$ cat src/rtl/layer_sequencer_if.sv
// Bundle between the network input buffer / result consumer / `layer` datapath and the sequencer.
// master = surrounding system, slave = layer_sequencer.
interface layer_sequencer_if #(
  parameter int NUM_NEURON  = 6,
  parameter int NUM_INPUTS  = 5,
  parameter int INPUT_SIZE  = 9,
  parameter int OUTPUT_SIZE = 10,
  parameter int LAYER_BITS  = 2
);
  logic                              cfg_we;
  logic [LAYER_BITS-1:0]             cfg_addr;
  logic [NUM_NEURON-1:0]             cfg_active;
  logic [LAYER_BITS:0]               num_layers;
  logic                              in_valid;
  logic                              in_ready;
  logic [NUM_INPUTS*INPUT_SIZE-1:0]  in_data;
  logic                              layer_start;
  logic [NUM_NEURON-1:0]             layer_active;
  logic [NUM_INPUTS*INPUT_SIZE-1:0]  layer_inputs;
  logic [LAYER_BITS-1:0]             layer_idx;
  logic [NUM_NEURON*OUTPUT_SIZE-1:0] layer_out_values;
  logic [NUM_NEURON-1:0]             layer_out_valid;
  logic                              out_valid;
  logic                              out_ready;
  logic [NUM_NEURON*OUTPUT_SIZE-1:0] out_data;
  logic                              error;

  modport master (
    output cfg_we, cfg_addr, cfg_active, num_layers, in_valid, in_data,
           layer_out_values, layer_out_valid, out_ready,
    input  in_ready, layer_start, layer_active, layer_inputs, layer_idx,
           out_valid, out_data, error
  );

  modport slave (
    input  cfg_we, cfg_addr, cfg_active, num_layers, in_valid, in_data,
           layer_out_values, layer_out_valid, out_ready,
    output in_ready, layer_start, layer_active, layer_inputs, layer_idx,
           out_valid, out_data, error
  );
endinterface

$ cat src/rtl/layer_sequencer.sv
// Time-multiplexes one physical `layer` datapath over up to MAX_LAYERS logical layers,
// feeding saturated outputs back as the next layer's inputs.
module layer_sequencer #(
  parameter int NUM_NEURON  = 6,
  parameter int NUM_INPUTS  = 5,
  parameter int INPUT_SIZE  = 9,
  parameter int OUTPUT_SIZE = 10,
  parameter int MAX_LAYERS  = 4,
  parameter int LAYER_BITS  = 2,
  parameter int TIMEOUT     = 255,
  parameter int TIMER_BITS  = 8
) (
  input logic              clk,
  input logic              rst,
  layer_sequencer_if.slave bus
);

  // state   | meaning
  // IDLE    | in_ready, config writes, accept input    START | layer_start pulse
  // ARM     | skip stale layer valid    WAIT | watchdog    CAPTURE | latch/feed back    DONE | out_valid
  localparam logic [2:0] S_IDLE    = 3'd0;
  localparam logic [2:0] S_START   = 3'd1;
  localparam logic [2:0] S_ARM     = 3'd2;
  localparam logic [2:0] S_WAIT    = 3'd3;
  localparam logic [2:0] S_CAPTURE = 3'd4;
  localparam logic [2:0] S_DONE    = 3'd5;

  localparam logic [TIMER_BITS-1:0] WDOG_LOAD = TIMER_BITS'(TIMEOUT - 1);
  localparam int SAT_MAX_I = 2 ** (INPUT_SIZE - 1) - 1;
  localparam logic signed [OUTPUT_SIZE-1:0] SAT_MAX = OUTPUT_SIZE'(SAT_MAX_I);
  localparam logic signed [OUTPUT_SIZE-1:0] SAT_MIN = OUTPUT_SIZE'(-SAT_MAX_I - 1);

  logic [2:0]                        state;
  logic [NUM_NEURON-1:0]             cfg_table [MAX_LAYERS];
  logic [NUM_NEURON-1:0]             mask_reg;
  logic [NUM_INPUTS*INPUT_SIZE-1:0]  inputs_reg;
  logic [LAYER_BITS-1:0]             idx_reg;
  logic [LAYER_BITS-1:0]             next_idx;
  logic [LAYER_BITS:0]               layers_reg;
  logic [LAYER_BITS:0]               layers_clamped;
  logic [NUM_NEURON*OUTPUT_SIZE-1:0] result_reg;
  logic [NUM_NEURON*OUTPUT_SIZE-1:0] masked;
  logic [TIMER_BITS-1:0]             wdog;
  logic                              error_reg;
  logic                              done;
  logic                              last;

  function automatic logic [INPUT_SIZE-1:0] sat(input logic signed [OUTPUT_SIZE-1:0] v);
    if (v > SAT_MAX)      return SAT_MAX[INPUT_SIZE-1:0];
    else if (v < SAT_MIN) return SAT_MIN[INPUT_SIZE-1:0];
    else                  return v[INPUT_SIZE-1:0];
  endfunction

  always_comb begin
    layers_clamped = bus.num_layers;
    if (bus.num_layers == '0)
      layers_clamped = (LAYER_BITS+1)'(1);
    else if (int'(bus.num_layers) > MAX_LAYERS)
      layers_clamped = (LAYER_BITS+1)'(MAX_LAYERS);
  end

  always_comb begin
    masked = '0;
    for (int i = 0; i < NUM_NEURON; i++)
      if (mask_reg[i])
        masked[i*OUTPUT_SIZE +: OUTPUT_SIZE] = bus.layer_out_values[i*OUTPUT_SIZE +: OUTPUT_SIZE];
  end

  assign done     = ((bus.layer_out_valid & mask_reg) == mask_reg);
  assign last     = ({1'b0, idx_reg} == (layers_reg - (LAYER_BITS+1)'(1)));
  assign next_idx = idx_reg + LAYER_BITS'(1);

  always_ff @(posedge clk or negedge rst) begin
    if (!rst) begin
      state      <= S_IDLE;
      mask_reg   <= '0;
      inputs_reg <= '0;
      idx_reg    <= '0;
      layers_reg <= '0;
      result_reg <= '0;
      wdog       <= '0;
      error_reg  <= 1'b0;
      for (int i = 0; i < MAX_LAYERS; i++)
        cfg_table[i] <= '0;
    end else begin
      case (state)
        S_IDLE: begin
          if (bus.cfg_we && (int'(bus.cfg_addr) < MAX_LAYERS))
            cfg_table[bus.cfg_addr] <= bus.cfg_active;
          if (bus.in_valid) begin
            inputs_reg <= bus.in_data;
            layers_reg <= layers_clamped;
            idx_reg    <= '0;
            error_reg  <= 1'b0;
            mask_reg   <= cfg_table[0];
            state      <= S_START;
          end
        end
        S_START: begin
          wdog  <= WDOG_LOAD;
          state <= S_ARM;
        end
        S_ARM: state <= S_WAIT;
        S_WAIT: begin
          if (done) begin
            result_reg <= masked;
            state      <= S_CAPTURE;
          end else if (wdog == '0) begin
            error_reg <= 1'b1;
            state     <= S_IDLE;
          end else begin
            wdog <= wdog - TIMER_BITS'(1);
          end
        end
        S_CAPTURE: begin
          if (last) begin
            state <= S_DONE;
          end else begin
            // Only the first NUM_INPUTS neurons feed the next layer.
            for (int i = 0; i < NUM_INPUTS; i++)
              inputs_reg[i*INPUT_SIZE +: INPUT_SIZE] <= sat(result_reg[i*OUTPUT_SIZE +: OUTPUT_SIZE]);
            idx_reg  <= next_idx;
            mask_reg <= cfg_table[next_idx];
            state    <= S_START;
          end
        end
        S_DONE: if (bus.out_ready) state <= S_IDLE;
        default: state <= S_IDLE;
      endcase
    end
  end

  assign bus.in_ready     = (state == S_IDLE);
  assign bus.layer_start  = (state == S_START);
  assign bus.layer_active = mask_reg;
  assign bus.layer_inputs = inputs_reg;
  assign bus.layer_idx    = idx_reg;
  assign bus.out_valid    = (state == S_DONE);
  assign bus.out_data     = result_reg;
  assign bus.error        = error_reg;

endmodule

$ cat src/flat_wrapper.sv
// flat-port wrapper written by rule: the top's interface ports become plain ports
module layer_sequencer_flat 
#(
  parameter int NUM_NEURON  = 6,
  parameter int NUM_INPUTS  = 5,
  parameter int INPUT_SIZE  = 9,
  parameter int OUTPUT_SIZE = 10,
  parameter int MAX_LAYERS  = 4,
  parameter int LAYER_BITS  = 2,
  parameter int TIMEOUT     = 255,
  parameter int TIMER_BITS  = 8
)
  (clk, rst, bus_cfg_we, bus_cfg_addr, bus_cfg_active, bus_num_layers, bus_in_valid, bus_in_data, bus_layer_out_values, bus_layer_out_valid, bus_out_ready, bus_in_ready, bus_layer_start, bus_layer_active, bus_layer_inputs, bus_layer_idx, bus_out_valid, bus_out_data, bus_error);
  layer_sequencer_if #(.NUM_NEURON(NUM_NEURON), .NUM_INPUTS(NUM_INPUTS), .INPUT_SIZE(INPUT_SIZE), .OUTPUT_SIZE(OUTPUT_SIZE), .LAYER_BITS(LAYER_BITS)) bus_i ();
  input logic clk;
  input logic rst;
  input wire logic [$bits(bus_i.cfg_we)-1:0] bus_cfg_we;
  input wire logic [$bits(bus_i.cfg_addr)-1:0] bus_cfg_addr;
  input wire logic [$bits(bus_i.cfg_active)-1:0] bus_cfg_active;
  input wire logic [$bits(bus_i.num_layers)-1:0] bus_num_layers;
  input wire logic [$bits(bus_i.in_valid)-1:0] bus_in_valid;
  input wire logic [$bits(bus_i.in_data)-1:0] bus_in_data;
  input wire logic [$bits(bus_i.layer_out_values)-1:0] bus_layer_out_values;
  input wire logic [$bits(bus_i.layer_out_valid)-1:0] bus_layer_out_valid;
  input wire logic [$bits(bus_i.out_ready)-1:0] bus_out_ready;
  output wire logic [$bits(bus_i.in_ready)-1:0] bus_in_ready;
  output wire logic [$bits(bus_i.layer_start)-1:0] bus_layer_start;
  output wire logic [$bits(bus_i.layer_active)-1:0] bus_layer_active;
  output wire logic [$bits(bus_i.layer_inputs)-1:0] bus_layer_inputs;
  output wire logic [$bits(bus_i.layer_idx)-1:0] bus_layer_idx;
  output wire logic [$bits(bus_i.out_valid)-1:0] bus_out_valid;
  output wire logic [$bits(bus_i.out_data)-1:0] bus_out_data;
  output wire logic [$bits(bus_i.error)-1:0] bus_error;
  assign bus_i.cfg_we = bus_cfg_we;
  assign bus_i.cfg_addr = bus_cfg_addr;
  assign bus_i.cfg_active = bus_cfg_active;
  assign bus_i.num_layers = bus_num_layers;
  assign bus_i.in_valid = bus_in_valid;
  assign bus_i.in_data = bus_in_data;
  assign bus_i.layer_out_values = bus_layer_out_values;
  assign bus_i.layer_out_valid = bus_layer_out_valid;
  assign bus_i.out_ready = bus_out_ready;
  assign bus_in_ready = bus_i.in_ready;
  assign bus_layer_start = bus_i.layer_start;
  assign bus_layer_active = bus_i.layer_active;
  assign bus_layer_inputs = bus_i.layer_inputs;
  assign bus_layer_idx = bus_i.layer_idx;
  assign bus_out_valid = bus_i.out_valid;
  assign bus_out_data = bus_i.out_data;
  assign bus_error = bus_i.error;
  layer_sequencer #(.NUM_NEURON(NUM_NEURON), .NUM_INPUTS(NUM_INPUTS), .INPUT_SIZE(INPUT_SIZE), .OUTPUT_SIZE(OUTPUT_SIZE), .MAX_LAYERS(MAX_LAYERS), .LAYER_BITS(LAYER_BITS), .TIMEOUT(TIMEOUT), .TIMER_BITS(TIMER_BITS)) u_core (.clk(clk), .rst(rst), .bus(bus_i));
endmodule
$ cat config.mk
export PLATFORM = sky130hd
export DESIGN_NAME = layer_sequencer_flat
export DESIGN_NICKNAME = d
export VERILOG_FILES = /design/src/rtl/layer_sequencer_if.sv /design/src/rtl/layer_sequencer.sv /design/src/flat_wrapper.sv
export SDC_FILE = /design/constraint.sdc
export NUM_CORES = 1
export LEC_CHECK = 0
export ABC_AREA = 1
export BUFFER_PORTS_ARGS = -buffer_cell sky130_fd_sc_hd__buf_2
export CORE_AREA = 2 2 147 149
export DETAILED_ROUTE_END_ITERATION = 16
export DIE_AREA = 0 0 149 151
export GPL_ROUTABILITY_DRIVEN = 0
export PLACE_DENSITY = 0.59
export SLEW_MARGIN = 20
export SYNTH_ARGS = -nofsm -noshare
export SYNTH_HDL_FRONTEND = slang
export SYNTH_SLANG_ARGS = --single-unit
$ cat constraint.sdc
create_clock -name clk -period 1.7 [get_ports clk]
set_clock_uncertainty 0.15 [all_clocks]
set_input_delay 0.34 -clock clk [delete_from_list [all_inputs] [get_ports clk]]
set_output_delay 0.34 -clock clk [all_outputs]
set_load 0.01 [all_outputs]
After elaboration in Yosys (flattened, before gate mapping)
Index checks and enable logic that the tools add are counted.
- input port bits: 127
- flip-flop bits (word level): 152
- output and inout port bits: 117
- add/sub/neg operators: 3
- $lt $le $gt $ge: 14
- reduce and logical (&&, ||, !) cells: 14
- equality and inequality tests: 14
- bitwise logic cells: 3
- mux-type cells: 46
- operators by type and width (kind ; count):
    2-to-1 mux 45 bit ; 2
    2-to-1 mux 9 bit ; 10
    case mux 45 bit (2 select lines) ; 1
    2-to-1 mux 10 bit ; 6
    greater-than comparator 10 x 9 -> 1 bit (second input constant) ; 5
    < comparator 10 x 9 -> 1 bit (second input constant) ; 5
    2-to-1 mux 6 bit ; 5
    bitwise mux 24 bit ; 1
    2-to-1 mux 3 bit ; 7
    case mux 3 bit (6 select lines) ; 1
    2-to-1 mux 8 bit ; 2
    case mux 8 bit (2 select lines) ; 1
    binary-select mux 6 bit (select 2 bit) ; 1
    demux 6 bit (select 2 bit) ; 1
    case mux 6 bit (2 select lines) ; 1
    inequality test 2 bit (second input constant) ; 5
    AND reduction 3 bit ; 3
    zero test 8 bit ; 1
    subtractor 8 x 1 -> 8 bit (second input constant) ; 1
    bitwise AND 6 bit ; 1
    equality test 3 x 2 -> 1 bit (second input constant) ; 2
    equality test 3 bit (second input constant) ; 2
    equality test 6 bit ; 1
    >= comparator 3 bit (second input constant) ; 2
    18 further kinds ; 27

Longest topological paths before layout
Gate-level depths: netlist of the first run.
- depth in word-level cells: 7
- depth in mapped cells: 10
- depth with buffers taken out: 10

Least setup slack after synthesis of the first run
OpenSTA, ideal clock, no wires.
- path type: register to register
- from: register u_core.layers_reg[0]
- to: register u_core.inputs_reg[17] (netlist: u_core.bus.layer_inputs[17])
- arrival time: 1.466 ns
- cell stages (with the launch flop): 11
- clock period less this slack: 1.732 ns
- data required time: 1.433 ns
- setup time: 0.117 ns
- path slack: -0.032 ns
- cell sequence: dfrtp_1 > inv_1 > ha_1 > xor2_1 > nand3_1 > nand2_1 > nand2_1 > buf_6 > buf_6 > nand2_1 > nand2_1
- word-level cells in the longest chain between the ends: 4
- RTL lines (element ; RTL line ; source):
    start: declaration ; layer_sequencer.sv:39 ; logic [LAYER_BITS:0] layers_reg;
    start signal: assignment ; layer_sequencer.sv:92 ; layers_reg <= layers_clamped;
    subtractor 3 x 1 -> 3 bit ; layer_sequencer.sv:70 ; assign last = ({1'b0, idx_reg} == (layers_reg - (LAYER_BITS+1)'(1)));
    equality test 2 x 3 -> 1 bit ; layer_sequencer.sv:70 ;
    inequality test 2 bit (no line) ; - ;
    AND reduction 3 bit (no line) ; - ;
    end signal: assignment ; layer_sequencer.sv:91 ; inputs_reg <= bus.in_data;
    end signal: indexed assignment ; layer_sequencer.sv:121 ; inputs_reg[i*INPUT_SIZE +: INPUT_SIZE] <= sat(result_reg[i*OUTPUT_SIZE +: OUTPUT_SIZE]);
    end: declaration ; layer_sequencer.sv:36 ; logic [NUM_INPUTS*INPUT_SIZE-1:0] inputs_reg;
Every way passes these cells.
A chain may end at the register's enable or synchronous reset.

Worst setup path after layout of the first run
- from: register u_core.state[0]
- to: output port bus_in_ready
- word-level cells in the longest chain between the ends: 1
- RTL lines (element ; RTL line ; source):
    start: declaration ; layer_sequencer.sv:33 ; logic [2:0] state;
    start signal: assignment ; layer_sequencer.sv:75 ; state <= S_IDLE;
    start signal: assignment ; layer_sequencer.sv:96 ; state <= S_START;
    start signal: assignment ; layer_sequencer.sv:101 ; state <= S_ARM;
    zero test 3 bit ; layer_sequencer.sv:133 ; assign bus.in_ready = (state == S_IDLE);
    end: declaration ; flat_wrapper.sv:26 ; output wire logic [$bits(bus_i.in_ready)-1:0] bus_in_ready;
Every way passes these cells.

==> impl_results.md, run 1 <==
- Die Ht: 151 um
- Syn_nets: 1059
- CP Cell Sequence: nor2_2, buf_6, inv_4, nor2_4, buf_6, buf_6
- Buf+Inv Stages, Crit Path: 4
- Pre-CTS WS: -0.0718 ns
- CTS tree: done
- Critical Path Sink Type: output port
- GRT overflow: 0
- CP top delay family: flip-flops
- Initial Utilization: 34.8%
- DP Cell Count: 1453
- Drt drc: 0
- Synth top area share: 52.5%
- Reg2Reg Setup Slack: -0.18 ns
- Largest stage delay on the critical path: 0.40 ns
- Post-Syn Instances: 929
- Worst Setup EP: bus_in_ready
- Final Hold Viols: 0
- Hold slack: 0.00472 ns
- Synthesized area: 7250 sq um
- Largest register FFs: 60
- Ys Warns: 0
- Leak Pwr: 6.32 nW
- DRT iter0 DRCs: 412
- IO buf count: 243
- Crit. path cell count: 6
- Final Power: 20.7 mW
- Final worst slack: -0.182 ns
- Clock latency on the worst-skew pair: 0.42 ns
- Non-Filler Cell Area, Final: 11900 sq um
- Initial antenna violation count: 2
- RSZ-0062 raised after global routing: yes
- Crit Path Category: register to output port
- CP Max Fanout: 2
- FP Rows: 53
- Worst R2R Start: u_core.layers_reg[0]$_DFFE_PN0P_
- Slowest CP cell: dfrtp_1
- Crit path required time: 1.21 ns
- Max VDD drop: 806 uV
- Fin crit share: 111%
- Clock sinks: 152
- Core area: 20800 sq um
- Pins Over Slew Limit: 0
- Reg2Reg Depth: 10
- DP Area: 9150 sq um
- Largest net degree at the start of global routing: 55
- Vias per std cell: 4.98
- #FFs+latches synth: 152
- DP Wirelength: 16400 um
- Longest Clk Path Bufs: 2
- Hold Crit Class: primary input to register
- First-pass GRT wire length: 36900 um
- Main area contributors after synthesis: dfrtp_1 (52%), nand2_1 (20%), o21ai_0 (8.6%)
- Total number of vias: 7717
- Setup crit start: u_core.state[0]$_DFFE_PN0P_
- All-Layer GR Usage: 21.3%
- Pwr Density: 1740 nW/um^2
- Number of global-route vias before repair: 6891
- Post-Syn Area per Cell: 7.80 sq um
- Fraction of layout cells with a size suffix above 1: 49.4%
- # fillers: 1840
- Yosys top cell by area: dfrtp_1
- Max-cap violations: 0
- Drt first pass iters: 5
- Die area: 22500 sq um
- Reg-to-Reg End: u_core.bus.layer_inputs[4]$_DFFE_PN0P_
- Top Ports: 244
- FMAX: 531 MHz
- Failing checks: setup timing
- Sequential share of the synthesized area: 52.5%
- Final Setup Violations: 102
- Layout Cells excl Fill: 1549
- CP arrival: 1.39 ns
- Slew margin rel.: 69.6%
- Die W: 149 um
- Clock buffer count from CTS: 17
- Nets: 1389
- Routed WL: 28000 um
- Final Critical Period: 1.88 ns
- Critical path launch point type: register
- Library cells used by synthesis: 31
- Clock-pin slew on the worst setup and hold paths: 0.07 ns
- CP most frequent cell: buf_6
- Htree depth: 4
- Synth-to-Final Area Change: 64.2%
- Fin util: 57.2%
- Status: finished with violations
- Avg WL per Cell: 18.1 um
- Setup tns final: -10.99 ns
- Slew @ Worst Pin: 0.455 ns
- CTS root buf: clkbuf_16
- Post-route ant nets: 0
[Yosys cell counts (all sizes together)]
| cell | number |
|---|---|
| nand2 | 383 |
| dfrtp | 152 |
| o21ai | 138 |
| nand3 | 96 |
| inv | 65 |
| buf | 27 |
| nor2 | 20 |
| clkbuf | 19 |
| nor3 | 7 |
| a21oi | 5 |
| o22ai | 5 |
| ha | 3 |
| o211ai | 2 |
| xnor2 | 2 |
| xor2 | 2 |
| nand4 | 1 |
| o21a | 1 |
| or2 | 1 |
[layout by cell type (no fill, tap or decap), drive strengths merged, types with 3 or more instances in the layout]
| master | synthesis | routed |
|---|---|---|
| buf | 27 | 337 |
| dfrtp | 152 | 152 |
| a21oi | 5 | 5 |
| o21ai | 138 | 138 |
| bufinv | 0 | 3 |
| nand3 | 96 | 96 |
| nor2 | 20 | 20 |
| clkbuf | 19 | 32 |
| dlygate4sd3 | 0 | 7 |
| nand2 | 383 | 383 |
| o22ai | 5 | 5 |
| ha | 3 | 3 |
| inv | 65 | 67 |
| clkinv | 0 | 6 |
| nor3 | 7 | 7 |
[power by group]
part	internal (mW)	switching, mW
clock	2.40	1.62
combinational	4.53	5.57
sequential	5.28	1.29
total	12.2	8.48
[metal layers]
metal | track usage [%] | wire [um] | share of wire (%)
met4 | 6.29 | 527 | 1.9
met3 | 4.88 | 1690 | 6.0
met2 | 35.6 | 14300 | 51
met5 | 0 | 0 | 0
met1 | 27.6 | 11500 | 41
[how the worst min path moves through the flow]
stage | end | slack (ns) | start | cells past startpoint
finish | u_core.bus.out_data[23]$_DFFE_PN0P_ | 0.005 | bus_layer_out_values[23] | 3
global route | u_core.bus.out_data[48]$_DFFE_PN0P_ | 0.001 | bus_layer_out_values[48] | 3
CTS | u_core.bus.out_data[1]$_DFFE_PN0P_ | 0.001 | bus_layer_out_values[1] | 3
detailed placement | u_core.bus.out_data[4]$_DFFE_PN0P_ | 0.13 | rst | 1
global placement | u_core.bus.out_data[4]$_DFFE_PN0P_ | 0.14 | rst | 1
floorplan | u_core.bus.error$_DFFE_PN0P_ | -0.11 | rst | 0
[worst reg2reg max path: stages (launching register included)]
cell	delay (ns)
dfrtp_1	0.38
inv_2	0.06
ha_4	0.26
xor2_2	0.13
nand3_2	0.11
nand2_4	0.10
buf_6	0.10
buf_12	0.18
clkbuf_16	0.22
nand3_2	0.06
nand2_1	0.06
[kinds of logic after synthesis]
group	after synthesis	share of synthesized area, %
AO/OA/AOI/OAI	151	10.8
XOR/XNOR	4	0.483
adder cells (fa/ha/maj)	3	0.518
buffers and inverters	111	6.83
flip-flops	152	52.5
AND/OR/NAND/NOR	508	28.9
[area by class of cell]
cell class | count | area, sq um | area share (%)
diodes | 2 | 5.00 | 0.0420
clock buffers | 19 | 453 | 3.81
clock inverters | 13 | 168 | 1.41
inverters | 65 | 272 | 2.28
multi-input cells | 666 | 3960 | 33.3
flip-flops and latches | 152 | 3800 | 32.0
well taps | 275 | 344 | 2.89
repair buffers | 357 | 2890 | 24.3
[what timing repair did]
item	in CTS	in global routing
gates resized for setup	70	326
setup buffers	11	15
pin swaps	40	41
hold buffers	5	2
endpoints found under the setup margin	65	153
hold endpoints to repair	32	2
gates cloned	8	22
Power figures use the tool's default switching activity.
==> inputs of run 2 (changes only) <==
- HOLD_SLACK_MARGIN: default -> 0.02
- SKIP_CTS_REPAIR_TIMING: default -> 1
==> run 2 against run 1 <==
  * The flow still finishes with violations (setup timing)
  * Total power down 6.5%
  * Final cell count down 0.26%
  * Global-route usage down 1.4 points
  * Worst setup slack worse by 0.047 ns
  * Sequential power down 2%
  * Routed wire length down 4.8%
  * Design area down 5.4%
  * Register-to-register slack better by 0.03 ns
  * Largest cell class is now flip-flops and latches
==> impl_results.md, run 2 (same netlist as run 1, synthesis figures left out) <==
- CP arrival: 1.44 ns
- FP Rows: 53
- Clock buffer count from CTS: 17
- RSZ-0062 raised after global routing: yes
- Failing checks: setup timing
- Critical Path Sink Type: output port
- Initial Utilization: 34.8%
- Clock sinks: 152
- Max VDD drop: 784 uV
- DRT iter0 DRCs: 517
- Pwr Density: 1720 nW/um^2
- Htree depth: 4
- Core area: 20800 sq um
- Status: finished with violations
- Die Ht: 151 um
- DP Wirelength: 16400 um
- Die W: 149 um
- CTS root buf: clkbuf_16
- DP Cell Count: 1453
- All-Layer GR Usage: 19.8%
- Final Hold Viols: 0
- Drt drc: 0
- Slew margin rel.: 63.4%
- Final Critical Period: 1.93 ns
- Nets: 1385
- Top Ports: 244
- Commonest cells after routing, fill and taps aside: nand2_1 (332), buf_2 (241), dfrtp_1 (150)
- Vias per std cell: 4.88
- Leak Pwr: 6.07 nW
- CTS tree: done
- Fraction of layout cells with a size suffix above 1: 38.7%
- First-pass GRT wire length: 34900 um
- Storage element area: 3810 sq um
- Crit Path Category: register to output port
- Largest register FFs: 60
- FMAX: 518 MHz
- Slew @ Worst Pin: 0.546 ns
- Drt first pass iters: 5
- Initial antenna violation count: 2
- Routed WL: 26700 um
- Non-Filler Cell Area, Final: 11300 sq um
- Final Power: 19.4 mW
- Fin crit share: 113%
- Max-cap violations: 0
- DP Area: 9150 sq um
- Total number of vias: 7544
- IO buf count: 243
- Post-route ant nets: 0
- Clock latency on the worst-skew pair: 0.43 ns
- Avg WL per Cell: 17.3 um
- Crit path required time: 1.21 ns
- Hold Crit Class: primary input to register
- Final worst slack: -0.229 ns
- Layout Cells excl Fill: 1545
- Final Setup Violations: 65
- GRT overflow: 0
- # fillers: 1948
- Footprint of the multi-input gates: 3530 sq um
- Synth-to-Final Area Change: 55.4%
- Largest net degree at the start of global routing: 55
- Commonest non-fill, non-tap cell in the layout: nand2_1
- Number of global-route vias before repair: 6696
- Pins Over Slew Limit: 0
- Critical path launch point type: register
- Clock-pin slew on the worst setup and hold paths: 0.07 ns
- Longest Clk Path Bufs: 2
- Die area: 22500 sq um
- CP Max Fanout: 2
[run 2: cell count changes in the layout (fill, tap and decap cells not counted), moves of 23 or more]
cell	change
nand2_1	+75
nand2_2	-66
o21ai_2	-25
nand3_1	+24
o21ai_0	+24
nand3_2	-23
[run 2: worst paths after layout]
check                                                     from                                 endpoint  slack [ns]  cells after the start
max                                u_core.state[0]$_DFFE_PN0P_                             bus_in_ready       -0.23                      6
min                                   bus_layer_out_values[38]      u_core.bus.out_data[38]$_DFFE_PN0P_       0.005                      3
max reg2reg                        u_core.state[0]$_DFFE_PN0P_  u_core.bus.layer_inputs[30]$_DFFE_PN0P_       -0.15                     11
min reg2reg                u_core.bus.out_data[56]$_DFFE_PN0P_      u_core.bus.out_data[56]$_DFFE_PN0P_        0.34                      2
max in group asynchronous                                  rst   u_core.bus.layer_inputs[3]$_DFFE_PN0P_        0.64                      3
min in group asynchronous                                  rst       u_core.bus.out_data[4]$_DFFE_PN0P_        0.24                      2
[run 2: through the flow]
stage          hold WS, ns  setup WS, ns  util [%]  TNS, ns
2_1_floorplan       -0.106        0.0157         -        0
3_3_place_gp         0.137       -0.0420      44.0   -0.650
3_5_place_dp         0.135       -0.0718      44.0    -1.32
4_1_cts             -0.320        -0.369      46.9    -3.31
5_1_grt             0.0189        -0.293      54.1   -15.24
6_report           0.00464        -0.229      54.1    -5.70
[run 2: area by class of cell]
type,count,share of cell area [%]
Clock inverter,13,1.49
Timing Repair Buffer,353,24.0
Tap cell,275,3.05
Sequential cell,152,33.8
Antenna cell,2,0.0444
Inverter,65,2.27
Clock buffer,19,4.02
Multi-Input combinational cell,666,31.3
[run 2: metal layers]
metal | track usage [%] | part of all wire [%]
met1 | 25.8 | 42
met2 | 33.0 | 50
met3 | 4.91 | 5.8
met4 | 5.48 | 2.4
met5 | 0 | 0
[run 2: worst max-delay path, stage by stage, from the launching register on]
cell	delay, ns
dfrtp_2	0.42
nor2_4	0.12
buf_6	0.11
inv_4	0.03
nor2_4	0.12
buf_6	0.12
buf_6	0.09
[run 2: power breakdown]
part           switching [mW]  total (mW)  internal (mW)
Clock                    1.62        4.03           2.40
Sequential               1.17        6.45           5.28
Combinational            5.03        8.88           3.85
